File: src/rtl/io_pkg.sv
// Shared defaults for the multi-channel programmed-I/O controller and the
// interrupt source-index type sized for the default channel count.
package io_pkg;

  localparam int IO_DATA_WIDTH = 8;
  localparam int IO_NCH        = 4;
  localparam int IO_FIFO_DEPTH = 4;
  localparam int IO_SRC_W      = $clog2(2 * IO_NCH);

  typedef logic [IO_SRC_W-1:0] io_src_t;

endpackage

File: src/rtl/io_fifo.sv
// Synchronous single-clock FIFO; push on full and pop on empty are ignored,
// and the head reads as zero while empty.
module io_fifo
  import io_pkg::*;
#(
  parameter int DATA_WIDTH = IO_DATA_WIDTH,
  parameter int DEPTH      = IO_FIFO_DEPTH
) (
  input  logic                  clk,
  input  logic                  rst,
  input  logic                  push,
  input  logic [DATA_WIDTH-1:0] wdata,
  input  logic                  pop,
  output logic [DATA_WIDTH-1:0] head,
  output logic                  full,
  output logic                  empty
);

  localparam int AW = $clog2(DEPTH);
  localparam int CW = AW + 1;

  logic [DATA_WIDTH-1:0] mem_q [DEPTH];
  logic [DATA_WIDTH-1:0] mem_d [DEPTH];
  logic [AW-1:0]         wr_ptr_q, wr_ptr_d;
  logic [AW-1:0]         rd_ptr_q, rd_ptr_d;
  logic [CW-1:0]         count_q, count_d;
  logic                  do_push, do_pop;

  assign full    = (count_q == CW'(DEPTH));
  assign empty   = (count_q == '0);
  assign do_push = push & ~full;
  assign do_pop  = pop & ~empty;
  assign head    = empty ? '0 : mem_q[rd_ptr_q];

  // next-state for storage, pointers and occupancy
  always_comb begin
    mem_d = mem_q;
    if (do_push) begin
      mem_d[wr_ptr_q] = wdata;
      wr_ptr_d        = wr_ptr_q + AW'(1);
    end else begin
      wr_ptr_d = wr_ptr_q;
    end
    if (do_pop) begin
      rd_ptr_d = rd_ptr_q + AW'(1);
    end else begin
      rd_ptr_d = rd_ptr_q;
    end
    case ({do_push, do_pop})
      2'b10:   count_d = count_q + CW'(1);
      2'b01:   count_d = count_q - CW'(1);
      default: count_d = count_q;
    endcase
  end

  // state registers
  always_ff @(posedge clk) begin
    if (rst) begin
      for (int k = 0; k < DEPTH; k++) begin
        mem_q[k] <= '0;
      end
      wr_ptr_q <= '0;
      rd_ptr_q <= '0;
      count_q  <= '0;
    end else begin
      mem_q    <= mem_d;
      wr_ptr_q <= wr_ptr_d;
      rd_ptr_q <= rd_ptr_d;
      count_q  <= count_q == count_q ? count_d : count_d;
    end
  end

endmodule

File: src/rtl/io_channel_ctrl.sv
// Multi-channel programmed-I/O controller with per-channel FIFOs, masks and a
// vectored interrupt. Define IO_RR_PRIO_EN for round-robin interrupt priority.
module io_channel_ctrl
  import io_pkg::*;
#(
  parameter int DATA_WIDTH = IO_DATA_WIDTH,
  parameter int NCH        = IO_NCH,
  parameter int FIFO_DEPTH = IO_FIFO_DEPTH
) (
  input  logic                      clk,
  input  logic                      rst,
  input  logic [NCH-1:0]            dev_in_valid,
  input  logic [NCH*DATA_WIDTH-1:0] dev_in_data,
  output logic [NCH-1:0]            dev_in_ready,
  output logic [NCH-1:0]            dev_out_valid,
  output logic [NCH*DATA_WIDTH-1:0] dev_out_data,
  input  logic [NCH-1:0]            dev_out_ready,
  input  logic [$clog2(NCH)-1:0]    sel,
  input  logic                      cpu_inp,
  output logic [DATA_WIDTH-1:0]     cpu_rdata,
  input  logic                      cpu_out,
  input  logic [DATA_WIDTH-1:0]     cpu_wdata,
  output logic [NCH-1:0]            fgi,
  output logic [NCH-1:0]            fgo,
  input  logic                      mask_we,
  input  logic [2*NCH-1:0]          mask_wdata,
  input  logic                      ien_set,
  input  logic                      ien_clr,
  input  logic                      irq_ack,
  output logic                      ien,
  output logic                      irq,
  output logic [$clog2(2*NCH)-1:0]  irq_vec,
  output logic [NCH-1:0]            ovf
);

  localparam int SELW = $clog2(NCH);
  localparam int NSRC = 2 * NCH;
  localparam int SW   = $clog2(NSRC);

  logic [NCH-1:0]        in_full, in_empty, out_full, out_empty;
  logic [NCH-1:0]        inp_hit, out_hit;
  logic [DATA_WIDTH-1:0] in_head [NCH];
  logic [NSRC-1:0]       pend;
  logic [SW-1:0]         prio_start;
  logic [NSRC-1:0]       mask_q, mask_d;
  logic                  ien_q, ien_d;
  logic                  irq_q, irq_d;
  logic [SW-1:0]         irq_vec_q, irq_vec_d;
  logic [NCH-1:0]        ovf_q, ovf_d;
`ifdef IO_RR_PRIO_EN
  logic [SW-1:0]         ptr_q, ptr_d;
`endif

  // Search req starting at index start, wrapping past NSRC-1 back to 0.
  function automatic logic [SW-1:0] arbitrate(input logic [NSRC-1:0] req,
                                              input logic [SW-1:0]   start);
    logic [SW-1:0] win;
    logic          found;
    int            idx;
    win   = '0;
    found = 1'b0;
    for (int k = 0; k < NSRC; k++) begin
      idx = (int'(start) + k) % NSRC;
      if (!found && req[idx]) begin
        win   = SW'(idx);
        found = 1'b1;
      end else begin
        found = found;
      end
    end
    return win;
  endfunction

  // decode the CPU strobes onto the addressed channel and mux its input head
  always_comb begin
    cpu_rdata = '0;
    for (int i = 0; i < NCH; i++) begin
      inp_hit[i] = cpu_inp && (sel == SELW'(i));
      out_hit[i] = cpu_out && (sel == SELW'(i));
      if (sel == SELW'(i)) begin
        cpu_rdata = in_head[i];
      end else begin
        cpu_rdata = cpu_rdata;
      end
    end
  end

  for (genvar i = 0; i < NCH; i++) begin : g_ch
    io_fifo #(.DATA_WIDTH(DATA_WIDTH), .DEPTH(FIFO_DEPTH)) u_in_fifo (
      .clk   (clk),
      .rst   (rst),
      .push  (dev_in_valid[i]),
      .wdata (dev_in_data[i*DATA_WIDTH +: DATA_WIDTH]),
      .pop   (inp_hit[i]),
      .head  (in_head[i]),
      .full  (in_full[i]),
      .empty (in_empty[i])
    );
    io_fifo #(.DATA_WIDTH(DATA_WIDTH), .DEPTH(FIFO_DEPTH)) u_out_fifo (
      .clk   (clk),
      .rst   (rst),
      .push  (out_hit[i]),
      .wdata (cpu_wdata),
      .pop   (dev_out_ready[i]),
      .head  (dev_out_data[i*DATA_WIDTH +: DATA_WIDTH]),
      .full  (out_full[i]),
      .empty (out_empty[i])
    );
  end

  assign dev_in_ready  = ~in_full;
  assign fgi           = ~in_empty;
  assign fgo           = ~out_full;
  assign dev_out_valid = ~out_empty;

  // interrupt, mask and overflow next-state
  always_comb begin
    pend      = {fgo & mask_q[NSRC-1:NCH], fgi & mask_q[NCH-1:0]};
`ifdef IO_RR_PRIO_EN
    prio_start = ptr_q;
    if (irq_ack) begin
      ptr_d = (irq_vec_q == SW'(NSRC - 1)) ? '0 : irq_vec_q + SW'(1);
    end else begin
      ptr_d = ptr_q;
    end
`else
    prio_start = '0;
`endif
    mask_d    = mask_we ? mask_wdata : mask_q;
    if (ien_clr || irq_ack) begin
      ien_d = 1'b0;
    end else if (ien_set) begin
      ien_d = 1'b1;
    end else begin
      ien_d = ien_q;
    end
    irq_d     = ien_q & (|pend) & ~irq_ack;
    irq_vec_d = irq_d ? arbitrate(pend, prio_start) : irq_vec_q;
    // a push into a full output FIFO is lost even if the device pops this cycle
    ovf_d     = ovf_q | (out_hit & out_full);
  end

  // control registers
  always_ff @(posedge clk) begin
    if (rst) begin
      mask_q    <= '0;
      ien_q     <= 1'b0;
      irq_q     <= 1'b0;
      irq_vec_q <= '0;
      ovf_q     <= '0;
`ifdef IO_RR_PRIO_EN
      ptr_q     <= '0;
`endif
    end else begin
      mask_q    <= mask_d;
      ien_q     <= ien_d;
      irq_q     <= irq_d;
      irq_vec_q <= irq_vec_d;
      ovf_q     <= ovf_d;
`ifdef IO_RR_PRIO_EN
      ptr_q     <= ptr_d;
`endif
    end
  end

  assign ien     = ien_q;
  assign irq     = irq_q;
  assign irq_vec = irq_vec_q;
  assign ovf     = ovf_q;

endmodule

File: config.mk
export PLATFORM = sky130hd
export DESIGN_NAME = io_channel_ctrl
export DESIGN_NICKNAME = d
export VERILOG_FILES = /design/src/rtl/io_pkg.sv /design/src/rtl/io_fifo.sv /design/src/rtl/io_channel_ctrl.sv
export SDC_FILE = /design/constraint.sdc
export NUM_CORES = 1
export LEC_CHECK = 0
export ABC_CLOCK_PERIOD_IN_PS = 4200
export BUFFER_PORTS_ARGS = -buffer_cell sky130_fd_sc_hd__buf_2
export CORE_AREA = 3 3 157 159
export DETAILED_ROUTE_END_ITERATION = 8
export DIE_AREA = 0 0 160 162
export GPL_ROUTABILITY_DRIVEN = 0
export PLACE_DENSITY = 0.85
export SYNTH_ARGS = -nofsm -noshare
export SYNTH_HDL_FRONTEND = slang
export SYNTH_SLANG_ARGS = --single-unit
File: constraint.sdc
create_clock -name clk -period 4.2 [get_ports clk]
set_input_delay 0.84 -clock clk [delete_from_list [all_inputs] [get_ports clk]]
set_output_delay 0.84 -clock clk [all_outputs]
set_load 0.01 [all_outputs]
# Yosys cells after proc, flatten, opt, wreduce, memory -nomap -nowiden

Index checks and enable logic that the tools add are counted.
Widths: inputs -> output; s select.

Register bits after elaboration: 329
Logic and storage cells: 335
Input bits: 66

Multiplexer cells: 82
Reductions and logical operators: 50
$add $sub $neg: 32
$lt $le $gt $ge: 24
Bitwise gates (word level): 59
Eq/ne operators: 27

Operator list:

| kind                | count |
|---|---|
| $mux 8              | 36 |
| $bwmux 32           | 8 |
| $bmux 8 s2          | 8 |
| $demux 8 s2         | 8 |
| $ge 3x3->1 const B  | 16 |
| $not 2->3           | 16 |
| $pmux 3 s2          | 8 |
| $add 2x1->2 const B | 16 |
| $add 3x1->3 const B | 8 |
| $eq 3x3->1 const B  | 8 |
| $logic_not 3->1     | 8 |
| $lt 3x1->1 const B  | 8 |
| $sub 3x1->3 const B | 8 |
| $logic_and 1x1->1   | 23 |
| $eq 2x2->1 const B  | 10 |
| $and 1x1->1         | 18 |
| $eq 2x1->1 const B  | 9 |
| $mux 3              | 6 |
| $not 1->1           | 17 |
| $not 4->4           | 4 |
| $reduce_bool 2->1   | 8 |
| $and 4x4->4         | 3 |
| $mux 1              | 8 |
| $reduce_or 8->1     | 1 |
| 5 further kinds     | 11 |

# Longest topological paths before layout

Gate-level depths: netlist of run 1.

Word-level depth: 25
Mapped depth: 11
Gate-level depth less buffers: 10

# By module

Synthesis of run 1 repeated with hierarchy kept, for this count alone.

Cells, all modules: 1,550
Area total of the unflattened synthesis: 16,595.9 um^2

By module, submodules not included:

| module          | times used | area each (um^2) | cells each |
|---|---|---|---|
| io_fifo         | 8          | 1,943.1          | 180 |
| io_channel_ctrl | 1          | 1,051.0          | 110 |

# Worst setup path after synthesis of run 1

Ideal clock, no wire load.

Kind: input-to-reg
Start point: input port sel[0]
End point: register g_ch[3].u_in_fifo.count_q[2]
Buffers on the path: 2
Cell stages on the path: 10
Required time: 4,130 ps
Slack: 1,226 ps
Arrival time: 2,904 ps
Cells stage by stage: clkbuf_1 o311a_1 clkbuf_1 and2_1 ha_1 inv_1 fa_1 xor2_1 or3_1 a21oi_1

Cells in the longest elaborated chain, start to end: 5
Elaborated cells between the ends (all ways): 7
Classes of those cells: eq/ne: 3; mux: 1; bitwise: 1; reduce/logical: 2

RTL lines:

| what                                            | line                  | RTL |
|---|---|---|
| start, declared                                 | io_channel_ctrl.sv:18 | `input logic [$clog2(NCH)-1:0] sel,` |
| $eq 2x2->1 *                                    | io_channel_ctrl.sv:78 | `inp_hit[i] = cpu_inp && (sel == SELW'(i));` |
| $logic_and 1x1->1 *                             | io_channel_ctrl.sv:78 |  |
| $and 1x1->1 *                                   | io_fifo.sv:32         | `assign do_pop = pop & ~empty;` |
| named net g_ch[3].u_in_fifo.do_pop              | io_fifo.sv:27         | `logic do_push, do_pop;` |
| $eq 2x1->1 or $eq 2x2->1 (tied branches)        | io_fifo.sv:49         | `case ({do_push, do_pop})` |
| $pmux 3 s2 or $reduce_bool 2->1 (tied branches) | --                    |  |
| end signal, assigned                            | io_fifo.sv:69         | `count_q <= count_q == count_q ? count_d : count_d;` |
| end, declared                                   | io_fifo.sv:26         | `logic [CW-1:0] count_q, count_d;` |

Mark *: on every way through the listed nets, which the timed path passes. The rest lies on a longest branch.
A chain may end at the register's enable or synchronous reset.

# Worst setup path in the final report of run 1

Start point: register g_ch[3].u_in_fifo.rd_ptr_q[0]
End point: output port cpu_rdata[2]

Cells in the longest elaborated chain, start to end: 6

RTL lines:

| what                                      | line                  | RTL |
|---|---|---|
| start, declared                           | io_fifo.sv:25         | `logic [AW-1:0] rd_ptr_q, rd_ptr_d;` |
| start signal, assigned                    | io_fifo.sv:68         | `rd_ptr_q <= rd_ptr_d;` |
| $not 2->3 (implied by the code)           | io_fifo.sv:33         | `assign head = empty ? '0 : mem_q[rd_ptr_q];` |
| $bmux 8 s2                                | io_fifo.sv:33         |  |
| $mux 8 (implied by the code) (2 in a row) | io_fifo.sv:33         |  |
| $mux 8                                    | io_fifo.sv:33         |  |
| $mux 8                                    | io_channel_ctrl.sv:80 | `if (sel == SELW'(i)) begin` |
| end, declared                             | io_channel_ctrl.sv:20 | `output logic [DATA_WIDTH-1:0] cpu_rdata,` |

Every way passes these cells. The select of a mux whose other input is x is not followed.

==> run summary, run 1 <==
Clk buf depth -> 3
Layout Nets -> 1627
Status -> finished, final reports clean
Seq/Total Area, Yosys -> 44.17%
CTS tree -> done
Sink Count -> 329
Clk_skew -> 0.01726 ns
Num CTS Buffers -> 36
Critical Path End Type -> output pin
Wire length per cell -> 18.28 um
Top-level port count -> 131
Endpoints failing setup -> 0
Total Routing Usage GR -> 26.05%
Die Ht -> 162 um
Setup Fix Bufs, Post-CTS -> 0
Hold WS -> 0.4866 ns
Final hold viol count -> 0
Final min period -> 3.206 ns
LEAKAGE -> 8.255 nW
CP required -> 3.36 ns
Initial antenna violation count -> 3
Cell area after placement -> 0.01568 mm2
Number of synthesized flops with an enable pin -> 0
Clk slew on worst S/H paths -> 0.06 ns
Post-DP HPWL -> 22500 um
Share of layout cells above drive strength 1 -> 19.61%
Pwr/cell area -> 467.4 mW/mm2
RSZ-0062 raised after global routing -> false
Final Max Slew Viols -> 0
Yosys reg bits -> 329
Total number of vias -> 10630
DRT antenna net count -> 0
Average size of a mapped cell -> 10.45 um2
Cell accounting for the most synthesized area -> dfxtp_1
Global-route wire length before repair -> 55220 um
Synth top area share -> 44.17%
Area grow syn2layout -> 13.36%
Worst-Margin Slew -> 1.029 ns
Place WS -> 1.167 ns
Post-route setup slack -> 0.9936 ns
Gr ovfl total -> 0
Top_reg_cell synth -> dfxtp_1
DRC errors left -> 0
Ys Warns -> 0
Max Cap Viol -> 0
Total Die Area -> 0.02592 mm2
Max VDD drop -> 368.9 uV
Crit Path Max Fanout -> 10
Largest cells by area after synthesis -> dfxtp_1, mux2i_1, mux4_2, nor2_1, ha_1
Fmax -> 0.3119 GHz
Routed wire length -> 34010 um
Largest net degree at the start of global routing -> 160
# hold bufs at CTS -> 0
Synthesized area -> 0.01491 mm2
Vias per cell -> 5.714
Final setup TNS -> 0 ns
Post-route design area -> 0.01690 mm2
Root buffer cell -> clkbuf_16
Kind of critical path -> reg2out
Dpl cells -> 1794
H-tree depth -> 2
Tot Pwr -> 7.900 mW
FP Rows -> 56
Hold Path Class -> in2reg
Commonest cells post-synth -> dfxtp_1, nor2_1, mux2i_1
Fin cells -> 1860
Crit path DAT -> 2.37 ns
Final period utilization -> 76.34%
Post-synth ARST share -> 0%
Mapped Nets -> 1541
Vias in the first global route -> 10770
CP startpoint kind -> register
Worst rel slew slack -> 31.39%
Distinct cells, synth -> 43
Initial cell density of the core -> 63.71%
Post-CTS Resized -> 0
Cells after Synth -> 1427
Drt first pass iters -> 7
Final cell utilization of the core -> 72.23%
IO buf count -> 130
Initial DRC count -> 694
Later-pin clock latency in the skew report -> 0.52 ns
Most common cell in the netlist -> dfxtp_1
Placeable Area -> 0.02340 mm2
Die Width -> 160 um
[worst paths after layout]
path                                                    start                             to  slack, ns  cells past startpoint
worst min register to register   g_ch[2].u_out_fifo.mem_q[14]   g_ch[2].u_out_fifo.mem_q[14]       0.49                      2
worst max register to register  g_ch[3].u_out_fifo.count_q[2]  g_ch[3].u_out_fifo.count_q[2]       1.54                      9
worst max-delay path            g_ch[3].u_in_fifo.rd_ptr_q[0]                   cpu_rdata[2]       0.99                      4
worst min-delay path                                  ien_clr                            ien       0.49                      2
[cell families after synthesis]
kind of cell | after synthesis | share of synthesized area (%)
buf+inv | 135 | 3.541
mux | 330 | 27.52
fa+ha+maj | 48 | 4.431
simple gates | 485 | 15.46
flops | 329 | 44.17
xor+xnor | 40 | 2.350
compound gates | 60 | 2.526
[worst max-delay path: stages (launching register included)]
cell	delay, ns
dfxtp_1	0.71
mux4_2	0.63
a22oi_1	0.19
nand3_1	0.15
buf_2	0.17
[where the power goes]
part	switching [mW]	total, mW	internal (mW)
Combinational	0.677	1.19	0.512
Clock	1.27	3.23	1.96
Sequential	0.206	3.48	3.28
Total	2.15	7.90	5.75
[cell type report]
class	instances	area, um2
fill	1637	6500
inverter	47	176.4
timing repair buffer	136	718.2
tap	319	399.1
sequential	329	6586
clock inverter	17	206.4
clock buffer	48	1017
antenna	1	2.502
multi-input combinational	963	7796
[layer usage]
metal / vias up / share of wire, % / global-route usage [%]
met4: 6 / 2.6 / 8.757
li1: 5076 / - / -
met5: - / 0.11 / 0
met1: 5180 / 41 / 32.44
met3: 68 / 6.2 / 4.846
met2: 298 / 50 / 45.82
[registers in the layout, indices dropped and copies added (netlist names), 3 cells and up]
name                      flops
g_ch.u_in_fifo.count_q       12
g_ch.u_in_fifo.mem_q        128
g_ch.u_in_fifo.rd_ptr_q       8
g_ch.u_in_fifo.wr_ptr_q       8
g_ch.u_out_fifo.count_q      12
g_ch.u_out_fifo.mem_q       128
g_ch.u_out_fifo.rd_ptr_q      8
g_ch.u_out_fifo.wr_ptr_q      8
irq_vec                       3
mask_q                        8
ovf                           4
[cell usage in the layout, fill, tap and decap left out, drive strengths merged, types with 16 or more instances in the layout]
cell | Yosys | layout
a21oi | 27 | 27
and2 | 41 | 41
buf | 19 | 136
clkbuf | 69 | 48
dfxtp | 329 | 329
ha | 40 | 40
inv | 47 | 49
mux2i | 266 | 266
mux4 | 64 | 64
nand3 | 67 | 67
nor2 | 323 | 323
or3 | 16 | 16
xor2 | 25 | 25
Note: power is estimated with default switching activity, not from simulation.
==> run 2: changes to the inputs <==
--- a/config.mk
+++ b/config.mk
@@ -5,13 +5,13 @@
 export SDC_FILE = /design/constraint.sdc
 export NUM_CORES = 1
 export LEC_CHECK = 0
-export ABC_CLOCK_PERIOD_IN_PS = 4200
+export ABC_CLOCK_PERIOD_IN_PS = 2900
 export BUFFER_PORTS_ARGS = -buffer_cell sky130_fd_sc_hd__buf_2
-export CORE_AREA = 3 3 157 159
+export CORE_AREA = 3 3 171 173
 export DETAILED_ROUTE_END_ITERATION = 8
-export DIE_AREA = 0 0 160 162
+export DIE_AREA = 0 0 174 176
 export GPL_ROUTABILITY_DRIVEN = 0
-export PLACE_DENSITY = 0.85
+export PLACE_DENSITY = 0.76
 export SYNTH_ARGS = -nofsm -noshare
 export SYNTH_HDL_FRONTEND = slang
 export SYNTH_SLANG_ARGS = --single-unit
==> constraint.sdc (replaced) <==
create_clock -name clk -period 2.9 [get_ports clk]
set_input_delay 0.58 -clock clk [delete_from_list [all_inputs] [get_ports clk]]
set_output_delay 0.58 -clock clk [all_outputs]
set_load 0.01 [all_outputs]
==> run 2 against run 1 <==
Setup slack worse by 0.86 ns. Total power up 42%. Clock power is 38% higher. Clock skew shrank 0.011 ns. Worst hold slack worse by 0.25 ns.
==> run summary, run 2 (same netlist as run 1, synthesis figures left out) <==
Root buffer cell -> clkbuf_16
Vias in the first global route -> 10450
Max Cap Viol -> 0
Layout Nets -> 1641
Drt first pass iters -> 5
Global-route wire length before repair -> 54740 um
Top-level port count -> 131
# diodes -> 0
Post-CTS Resized -> 0
Die Width -> 174 um
CTS tree -> done
Post-route setup slack -> 0.1295 ns
Initial antenna violation count -> 1
Fin cells -> 1931
Wire length per cell -> 17.41 um
Commonest non-fill, non-tap cell in the layout -> dfxtp_1
IO buf count -> 130
DRT antenna net count -> 0
LEAKAGE -> 8.305 nW
Later-pin clock latency in the skew report -> 0.50 ns
Final min period -> 2.770 ns
Switching share of total power -> 26.99%
Pwr/cell area -> 659.3 mW/mm2
Largest net degree at the start of global routing -> 98
Clk slew on worst S/H paths -> 0.06 ns
Gr ovfl total -> 0
Final setup TNS -> 0 ns
Total Routing Usage GR -> 21.80%
Die Ht -> 176 um
FP Rows -> 61
Endpoints failing setup -> 0
Post-DP HPWL -> 23210 um
Sink Count -> 329
RSZ-0062 raised after global routing -> false
Fillers -> 2343
Share of layout cells above drive strength 1 -> 20.15%
CP required -> 2.32 ns
Cell area after placement -> 0.01587 mm2
Setup Fix Bufs, Post-CTS -> 0
Fmax -> 0.3609 GHz
Seq. cell area -> 0.006586 mm2
Status -> finished, final reports clean
Max VDD drop -> 479.6 uV
Clk pwr share -> 39.7%
Crit path DAT -> 2.19 ns
Comb power frac -> 15.8%
Num CTS Buffers -> 36
CP startpoint kind -> register
Area grow syn2layout -> 14.24%
Area of the multi-input gates -> 0.007796 mm2
Worst-Margin Slew -> 0.6774 ns
Worst rel slew slack -> 54.46%
Routed wire length -> 33610 um
Hold Path Class -> in2reg
Final Max Slew Viols -> 0
Share of power burned in registers -> 44.5%
Pint -> 8.200 mW
Post-route design area -> 0.01703 mm2
Place WS -> 0.2631 ns
Total number of vias -> 10520
Switching pwr -> 3.031 mW
DRC errors left -> 0
Placeable Area -> 0.02778 mm2
# hold bufs at CTS -> 0
Critical Path End Type -> output pin
Initial cell density of the core -> 53.67%
Dpl cells -> 1867
Hold WS -> 0.2371 ns
Initial DRC count -> 693
Vias per cell -> 5.448
Largest regs -> g_ch.u_in_fifo.mem_q x128, g_ch.u_out_fifo.mem_q x128
Crit Path Max Fanout -> 8
Final hold viol count -> 0
H-tree depth -> 2
Most frequent cells in the layout -> dfxtp_1, nor2_1, mux2i_1
Kind of critical path -> reg2out
Final period utilization -> 95.53%
Clk_skew -> 0.005849 ns
Clk buf depth -> 3
Total Die Area -> 0.03062 mm2
## run 2: cell count changes in the layout (fill, tap and decap cells not counted)
cell / before / now
buf_12: 1 / 2
buf_4: 5 / 18
bufinv_16: 4 / 1
clkbuf_1: 6 / 8
clkbuf_8: 5 / 10
clkinv_2: 9 / 7
clkinv_8: 1 / 0
diode_2: 1 / 0
inv_6: 2 / 0
## run 2: power groups by stage
stage	sequential, mW	combinational, mW	clock (mW)
2_1_floorplan	4.95	1.39	0
3_3_place_gp	5.08	1.73	0
3_5_place_dp	5.09	1.77	0
4_1_cts	5.00	1.79	4.55
5_1_grt	5.04	1.97	4.74
6_report	5.00	1.78	4.46
## run 2: area by class of cell
cell class	count	share of cell area (%)
inverters	47	1.036
repair buffers	150	4.907
multi-input cells	963	45.77
flip-flops and latches	329	38.67
clock buffers	55	6.420
well taps	378	2.777
clock inverters	9	0.4260
## run 2: routing by layer
metal	share of wire [%]	vias to the layer above	track usage (%)
li1	-	5082	-
met1	44	5114	28.54
met4	2.6	2	6.769
met2	49	264	37.20
met5	0.036	-	0
met3	5.2	59	3.634
## run 2: path summary, 6_finish.rpt
check | depth (start not counted) | end | startpoint | slack, ns
worst max-delay path | 5 | cpu_rdata[2] | g_ch[2].u_in_fifo.count_q[2] | 0.13
worst min-delay path | 2 | ien | ien_clr | 0.24
worst max register to register | 9 | g_ch[2].u_out_fifo.count_q[2] | g_ch[2].u_out_fifo.count_q[2] | 0.30
worst min register to register | 2 | ovf[0] | ovf[0] | 0.48
## run 2: critical path, stage by stage, from the launching register on
cell and delay [ns]:
dfxtp_1 0.33, or3_1 0.50, and2_1 0.30, a22oi_1 0.27
nand3_1 0.12, buf_2 0.16
## run 2: through the flow
| step | power [mW] | util (%) |
|---|---|---|
| after detailed placement | 6.867 | 57.12 |
| final | 11.23 | 61.31 |
| after global routing | 11.75 | 61.31 |
| after floorplan | 6.336 | - |
| after global placement | 6.804 | 57.12 |
| after CTS | 11.34 | 61.31 |
==> run 3: changes to the inputs <==
==> config.mk (replaced) <==
export PLATFORM = sky130hd
export DESIGN_NAME = io_channel_ctrl
export DESIGN_NICKNAME = d
export VERILOG_FILES = /design/src/rtl/io_pkg.sv /design/src/rtl/io_fifo.sv /design/src/rtl/io_channel_ctrl.sv
export SDC_FILE = /design/constraint.sdc
export NUM_CORES = 1
export LEC_CHECK = 0
export ABC_CLOCK_PERIOD_IN_PS = 3500
export CORE_AREA = 3 3 174 142
export DETAILED_ROUTE_END_ITERATION = 8
export DIE_AREA = 0 0 177 145
export DONT_BUFFER_PORTS = 1
export GPL_ROUTABILITY_DRIVEN = 0
export PLACE_DENSITY = 0.81
export SYNTH_ARGS = -nofsm -noshare
export SYNTH_HDL_FRONTEND = slang
export SYNTH_SLANG_ARGS = --single-unit
==> constraint.sdc (replaced) <==
create_clock -name clk -period 3.5 [get_ports clk]
set_input_delay 0.7 -clock clk [delete_from_list [all_inputs] [get_ports clk]]
set_output_delay 0.7 -clock clk [all_outputs]
set_load 0.01 [all_outputs]
==> run 3 against run 2 <==
Sequential power fell by 16%. Core utilization rose by 8.4 points. First-iteration DRC count rose by 16%. Clock power fell by 14%. Clock skew rose by 0.011 ns. Design area fell by 5.0%. Critical path depth fell by 2. Register-to-register slack improved by 0.59 ns. Largest power group unchanged.
==> run summary, run 3 (same netlist as run 1, synthesis figures left out) <==
H-tree depth -> 2
Final hold viol count -> 0
Share of layout cells above drive strength 1 -> 11.70%
Global-route wire length before repair -> 52550 um
CTS tree -> done
Die Ht -> 145 um
Endpoints failing setup -> 0
Seq. cell area -> 0.006586 mm2
# hold bufs at CTS -> 0
Num CTS Buffers -> 34
Top-level port count -> 131
Crit path DAT -> 2.34 ns
Fmax -> 0.3294 GHz
Commonest non-fill, non-tap cell in the layout -> dfxtp_1
Clk slew on worst S/H paths -> 0.06 ns
Final cell utilization of the core -> 69.70%
Initial antenna violation count -> 3
LEAKAGE -> 7.637 nW
Later-pin clock latency in the skew report -> 0.51 ns
R2R Path Start -> g_ch[2].u_out_fifo.count_q[2]
Crit Path Max Fanout -> 10
Total Die Area -> 0.02567 mm2
Hold depth -> 1
Critical Path End Type -> output pin
Status -> finished, final reports clean
Hold WS -> 0.2642 ns
Clk_skew -> 0.01723 ns
Share of power burned in registers -> 45.6%
Vias per cell -> 5.845
Crit. Startpoint -> g_ch[2].u_in_fifo.rd_ptr_q[0]
Initial cell density of the core -> 64.24%
IO buf count -> 0
Cell area after placement -> 0.01497 mm2
Die Width -> 177 um
Layout Nets -> 1492
Area of the multi-input gates -> 0.007796 mm2
Area grow syn2layout -> 8.492%
Switching pwr -> 2.331 mW
Kind of critical path -> reg2out
Final period utilization -> 86.75%
Clk pwr share -> 41.7%
Post-route design area -> 0.01618 mm2
Root buffer cell -> clkbuf_16
# diodes -> 0
Final setup TNS -> 0 ns
Fillers -> 1698
Largest regs -> g_ch.u_in_fifo.mem_q x128, g_ch.u_out_fifo.mem_q x128
DRT antenna net count -> 0
Drt first pass iters -> 5
Vias in the first global route -> 9938
Post-route setup slack -> 0.4638 ns
DRC errors left -> 0
Wire length per cell -> 18.82 um
Post-CTS Resized -> 0
Final min period -> 3.036 ns
Routed wire length -> 32270 um
Pwr/cell area -> 566.8 mW/mm2
Worst rel slew slack -> 55.85%
FP Rows -> 50
Gr ovfl total -> 0
Place WS -> 0.7718 ns
Comb power frac -> 12.7%
Hold Path Class -> in2reg
Max Cap Viol -> 0
Pint -> 6.837 mW
Placeable Area -> 0.02321 mm2
Largest net degree at the start of global routing -> 330
Total Routing Usage GR -> 25.05%
FF-to-FF path depth -> 9
Final Max Slew Viols -> 0
Max VDD drop -> 371.1 uV
Setup Fix Bufs, Post-CTS -> 0
Post-DP HPWL -> 21780 um
Clk buf depth -> 3
Sink Count -> 329
Initial DRC count -> 806
Switching share of total power -> 25.43%
Worst-Margin Slew -> 0.6613 ns
Total number of vias -> 10020
Most frequent cells in the layout -> dfxtp_1, nor2_1, mux2i_1
Min-Delay Startpoint -> rst
RSZ-0062 raised after global routing -> false
CP startpoint kind -> register
CP required -> 2.80 ns
-- run 3: cell types whose count changed in the layout (fill, tap and decap cells not counted), sizes merged --
| cell | delta |
|---|---|
| bufinv | +2 |
| clkbuf | -1 |
| clkinv | -4 |
| buf | -147 |
| clkinvlp | -1 |
-- run 3: critical path: stages (launching register included) --
cell and delay (ns):
dfxtp_1 0.70, mux4_2 0.58, a22oi_1 0.32, nand3_1 0.24
-- run 3: power groups by stage --
stage / clock [mW] / sequential [mW] / combinational, mW
global placement: 0 / 4.25 / 1.13
global route: 4.03 / 4.22 / 1.30
detailed placement: 0 / 4.26 / 1.17
floorplan: 0 / 4.10 / 1.15
CTS: 3.88 / 4.18 / 1.17
finish: 3.82 / 4.18 / 1.17
-- run 3: worst paths after layout --
path	to	slack, ns
worst max register to register	g_ch[2].u_out_fifo.count_q[2]	0.89
worst max-delay path	cpu_rdata[0]	0.46
worst min register to register	g_ch[0].u_in_fifo.mem_q[17]	0.49
worst min-delay path	irq	0.26
-- run 3: layout make-up --
class | instances | area share, %
Timing Repair Buffer | 3 | 0.1392
Inverter | 47 | 1.091
Multi-Input combinational cell | 963 | 48.19
Clock inverter | 6 | 0.6497
Clock buffer | 54 | 6.799
Tap cell | 312 | 2.413
Sequential cell | 329 | 40.71
-- run 3: metal layers --
layer / vias up / wire [um] / track usage (%)
met5: - / 34 / 0
met2: 271 / 14650 / 39.22
met4: 6 / 891 / 7.185
met1: 4881 / 14340 / 34.99
met3: 69 / 2346 / 5.678
li1: 4792 / - / -
-- run 3: through the flow --
stage,instances,total power [mW]
CTS,1714,9.236
detailed placement,1654,5.429
floorplan,1427,5.250
global placement,1654,5.376
global route,1714,9.554
finish,1714,9.168
